===== src/rtl/pll_lock_supervisor.sv =====
// PLL control and lock supervision on the free-running board clock.
// Drives PLL areset, qualifies lock, and sequences the core reset.
module pll_lock_supervisor #(
    parameter int SYNC_STAGES    = 2,
    parameter int ARESET_CYCLES  = 16,
    parameter int TIMEOUT_CYCLES = 65536,
    parameter int STABLE_CYCLES  = 1024,
    parameter int RST_HOLD       = 16,
    parameter int CNT_W          = 8
) (
    input  logic             i_clk,
    input  logic             i_rst,
    input  logic             i_locked,
    output logic             o_pll_areset,
    output logic             o_rst,
    output logic             o_ready,
    output logic [CNT_W-1:0] o_loss_count,
    output logic [CNT_W-1:0] o_retry_count
);

    localparam int MAX_AB = (ARESET_CYCLES > TIMEOUT_CYCLES) ?
                            ARESET_CYCLES : TIMEOUT_CYCLES;
    localparam int MAX_CD = (STABLE_CYCLES > RST_HOLD) ?
                            STABLE_CYCLES : RST_HOLD;
    localparam int MAXC   = (MAX_AB > MAX_CD) ? MAX_AB : MAX_CD;
    localparam int CW     = (MAXC > 2) ? $clog2(MAXC) : 1;

    localparam logic [CW-1:0] ARESET_LAST  = CW'(ARESET_CYCLES - 1);
    localparam logic [CW-1:0] TIMEOUT_LAST = CW'(TIMEOUT_CYCLES - 1);
    localparam logic [CW-1:0] STABLE_LAST  = CW'(STABLE_CYCLES - 1);
    localparam logic [CW-1:0] HOLD_LAST    = CW'(RST_HOLD - 1);
    localparam logic [CNT_W-1:0] SAT       = {CNT_W{1'b1}};

    typedef enum logic [2:0] {
        RESET_PLL,
        WAIT_LOCK,
        QUALIFY,
        RELEASE,
        RUN
    } state_t;

    state_t                 state;
    state_t                 nxt;
    logic [CW-1:0]          cnt;
    logic [SYNC_STAGES-1:0] sync;
    logic                   locked_s;
    logic                   bump_loss;
    logic                   bump_retry;

    assign locked_s = sync[SYNC_STAGES-1];

    always_ff @(posedge i_clk or posedge i_rst) begin
        if (i_rst) begin
            sync <= '0;
        end else begin
            sync <= {sync[SYNC_STAGES-2:0], i_locked};
        end
    end

    // A dropped lock always wins over an expiring cycle count.
    always_comb begin
        nxt        = state;
        bump_loss  = 1'b0;
        bump_retry = 1'b0;
        unique case (state)
            RESET_PLL: begin
                if (cnt == ARESET_LAST) nxt = WAIT_LOCK;
            end
            WAIT_LOCK: begin
                if (locked_s) begin
                    nxt = QUALIFY;
                end else if (cnt == TIMEOUT_LAST) begin
                    nxt        = RESET_PLL;
                    bump_retry = 1'b1;
                end
            end
            QUALIFY: begin
                if (!locked_s)               nxt = WAIT_LOCK;
                else if (cnt == STABLE_LAST) nxt = RELEASE;
            end
            RELEASE: begin
                if (!locked_s)             nxt = WAIT_LOCK;
                else if (cnt == HOLD_LAST) nxt = RUN;
            end
            RUN: begin
                if (!locked_s) begin
                    nxt       = WAIT_LOCK;
                    bump_loss = 1'b1;
                end
            end
            default: nxt = RESET_PLL;
        endcase
    end

    always_ff @(posedge i_clk or posedge i_rst) begin
        if (i_rst) begin
            state         <= RESET_PLL;
            cnt           <= '0;
            o_pll_areset  <= 1'b1;
            o_rst         <= 1'b1;
            o_ready       <= 1'b0;
            o_loss_count  <= '0;
            o_retry_count <= '0;
        end else begin
            state <= nxt;
            if (nxt != state)     cnt <= '0;
            else if (state != RUN) cnt <= cnt + 1'b1;
            o_pll_areset <= (nxt == RESET_PLL);
            o_rst        <= (nxt != RUN);
            o_ready      <= (nxt == RUN);
            if (bump_loss && o_loss_count != SAT)
                o_loss_count <= o_loss_count + 1'b1;
            if (bump_retry && o_retry_count != SAT)
                o_retry_count <= o_retry_count + 1'b1;
        end
    end

endmodule

===== config.mk =====
export PLATFORM = sky130hd
export DESIGN_NAME = pll_lock_supervisor
export DESIGN_NICKNAME = d
export VERILOG_FILES = /design/src/rtl/pll_lock_supervisor.sv
export SDC_FILE = /design/constraint.sdc
export NUM_CORES = 1
export LEC_CHECK = 0
export ABC_AREA = 0
export CAP_MARGIN = 20
export CORE_MARGIN = 2
export CORE_UTILIZATION = 23
export CTS_CLUSTER_SIZE = 16
export DETAILED_ROUTE_END_ITERATION = 10
export SLEW_MARGIN = 20
export SYNTH_ARGS = -nofsm -noshare
export SYNTH_HDL_FRONTEND = slang
export SYNTH_SLANG_ARGS = --single-unit

===== constraint.sdc =====
create_clock -name i_clk -period 2.51 [get_ports i_clk]
set_clock_uncertainty 0.2 [all_clocks]
set_input_delay 0.502 -clock i_clk [delete_from_list [all_inputs] [get_ports i_clk]]
set_output_delay 0.502 -clock i_clk [all_outputs]
set_load 0.01 [all_outputs]

==> results.tsv <==
stage	metric	value	unit
logic_synthesis	Synth Cell Area	2100	sq um
detailed_routing	DR vias/cell	4.54	
detailed_routing	via count	1506	
logic_synthesis	Avg Cell Area, Syn	10.8	sq um
logic_synthesis	number of synthesis warnings	0	
detailed_routing	met2 WL	1920	um
detailed_routing	DRT iter0 DRCs	83	
cts	CTS tree	built	
flow_run	max-cap violations	0	
cells_and_area	fraction of layout cells with a size suffix above 1	17.0	%
detailed_routing	wire per inst	12.7	um
floorplanning	Ports	22	
logic_synthesis	distinct cell type count after synthesis	47	
global_route	largest net degree at the start of global routing	41	
timing	final setup fails	0	
placement	cell area after placement	2440	sq um
detailed_routing	drt total wl	4230	um
cells_and_area	cell area after layout	2570	sq um
cts	htree depth	2	
floorplanning	Initial Utilization	23.9	%
detailed_routing	Routed Antenna Nets	0	
cts	# Post-CTS Setup Buffers	0	
timing	setup TNS	0	ns
logic_synthesis	top_reg_cell synth	dfrtp_1	
setup_path	Worst setup EP type	flip-flop	
detailed_routing	Met3 Wirelength	163	um
setup_path	critical path arrival	2.25	ns
cells_and_area	Inserted Diodes	0	
detailed_routing	Metal-1 WL	2080	um
logic_synthesis	async set-reset flop share out of synthesis	100	%
logic_synthesis	Yosys reg bits	40	
timing	achievable frequency	440	MHz
cts	clock buffer depth	2	
floorplanning	die area	9890	sq um
logic_synthesis	EDFF count, synth	0	
timing	max-slew violation count	0	
timing	relative slew slack	66.7	%
cts	Worst-path clk slew	0.07	ns
global_route	number of global-route vias before repair	1496	
floorplanning	cell row count	34	
power	leakage power	1.04	nW
cts	clk_lat worst skew	0.29	ns
detailed_routing	DRC	0	
floorplanning	die width	99.5	um
cts	CTS resizes	0	
setup_path	critical setup path kind	reg -> reg	
logic_synthesis	XOR/XNOR Fraction of Synth Area	11.3	%
cells_and_area	final net count	229	
global_route	gr ovfl total	0	
power	VDD IR-drop max	0.000308	V
logic_synthesis	largest family of logic cells by synthesized area	simple AND/OR/NAND/NOR gates	
power	Cell Pwr Density	680	nW/um^2
setup_path	Critical Path RT	2.49	ns
cts	root buf cell	clkbuf_8	
global_route	first-pass GRT wire length	7390	um
placement	Port Buffers	21	
detailed_routing	DRT Pass-1 Iters	4	
placement	DP Wirelength	3020	um
logic_synthesis	syn nets	200	
logic_synthesis	multiplexer share of the synthesized area	1.61	%
timing	post-route minimum period	2.27	ns
floorplanning	chip height	99.5	um
placement	global placement routability congestion	0.853	
logic_synthesis	Synth Area in Compound Gates	9.79	%
logic_synthesis	Simple-Gate Fraction of Synth Area	24.8	%
cts	CTS buffer count	5	
cts	hold buffer count at CTS	0	
timing	Least-Margin Pin Slew	0.500	ns
timing	fin crit share	90.6	%
cts	clock sinks	40	
outcome	outcome	complete, no violations	
floorplanning	core area	8760	sq um
timing	final hold violations	0	
setup_path	Worst setup SP type	flip-flop	
global_route	initial antenna violation count	0	
setup_path	Crit Path Max Fanout	7	
logic_synthesis	sequential area share after synthesis	47.9	%
cells_and_area	Layout area overhead	22.5	%
detailed_routing	uppermost layer routed	met4	
global_route	all-layer global routing usage	9.22	%
logic_synthesis	Mapped Cells	194	
cells_and_area	Final Core Density	29.3	%
logic_synthesis	post-synthesis adder-cell area fraction	1.79	%
timing	unrepaired setup endpoints after global routing	no	
hold_path	Worst Hold Class	reg -> reg	
==> power breakdown <==
group          internal (mW)  switching [mW]
Clock                  0.351           0.222
Combinational          0.177           0.237
Sequential             0.699          0.0589
==> worst max-delay path, cell delays in order (launching register included) <==
cell and delay, ns:
dfrtp_1 0.43, ha_1 0.19, and3_2 0.24, nand4_1 0.22, nor4b_4 0.51, mux2_1 0.37
==> synth_stat cells (2+ instances only) <==
cell	instances	area share, %
inv_1	4	0.72
nor2b_1	3	0.90
o21ai_2	2	0.84
o22a_2	2	0.96
dfstp_2	2	2.5
a21oi_1	2	0.48
and2b_2	2	0.84
dfrtp_1	38	45
and4_1	3	1.3
nand3_1	3	0.72
nor2_1	15	2.7
xor2_1	10	4.2
nor3_1	4	0.96
ha_1	3	1.8
nor4_1	3	0.90
and3_1	5	1.5
nand2_1	21	3.8
a211oi_1	9	3.2
xnor2_1	17	7.1
nand2b_1	5	1.5
mux2_2	2	1.1
buf_4	2	0.72
nand4_1	13	3.9
==> kinds of logic after synthesis <==
kind of cell    count (synthesis)
compound gates                 23
xor+xnor                       27
fa+ha+maj                       3
buf+inv                         9
flops                          40
mux                             3
simple gates                   89
==> flip-flops by register name, summed over array words and instances, names as in the netlist <==
register       count
state              3
o_loss_count       8
o_retry_count      8
o_pll_areset       1
cnt               16
o_rst              1
o_ready            1
sync               2
==> area by class of cell <==
cell class                      instances  area (sq um)
Clock buffer                            7          96.3
Clock inverter                          1          30.0
Fill cell                             924          6200
Inverter                                4          15.0
Multi-Input combinational cell        145          1030
Sequential cell                        40          1000
Tap cell                              108           135
Timing Repair Buffer                   27           255
==> metal layers <==
layer  vias to the layer above  global-route usage (%)
li1                        749                       -
met2                        31                    14.0
met5                         -                       0
met3                        10                    2.32
met4                         0                    3.58
met1                       716                    12.6
==> final timing paths <==
| path | end | slack, ns | from | cells past startpoint |
|---|---|---|---|---|
| max in group asynchronous | o_pll_areset | 1.32 | i_rst | 3 |
| max | o_retry_count[1] | 0.24 | cnt[0] | 5 |
| max reg2reg | o_retry_count[1] | 0.24 | cnt[0] | 5 |
| min | sync[1] | 0.15 | sync[0] | 0 |
| min reg2reg | sync[1] | 0.15 | sync[0] | 0 |
| min in group asynchronous | o_ready | 0.43 | i_rst | 3 |
==> per-stage QoR <==
stage / cells / setup slack, ns / total power, mW / hold WS, ns
2_1_floorplan: 194 / 0.443 / 1.12 / 0.131
3_3_place_gp: 324 / 0.254 / 1.18 / 0.135
3_5_place_dp: 324 / 0.238 / 1.18 / 0.138
4_1_cts: 332 / 0.230 / 1.76 / 0.156
5_1_grt: 332 / 0.0481 / 1.86 / 0.176
6_report: 332 / 0.236 / 1.74 / 0.153
==> cell usage in the layout, fill, tap and decap left out, drive strengths merged, types with 3 or more instances in the layout <==
cell type	synthesis	routed
a211oi	9	9
and3	6	6
and4	4	4
buf	4	6
clkbuf	1	7
clkdlybuf4s50	0	21
dfrtp	38	38
ha	3	3
inv	4	4
mux2	3	3
nand2	21	21
nand2b	6	6
nand3	4	4
nand4	13	13
nor2	15	15
nor2b	3	3
nor3	5	5
nor4	4	4
o21ai	3	3
xnor2	17	17
xor2	10	10
Note: power is estimated with default switching activity, not from simulation.
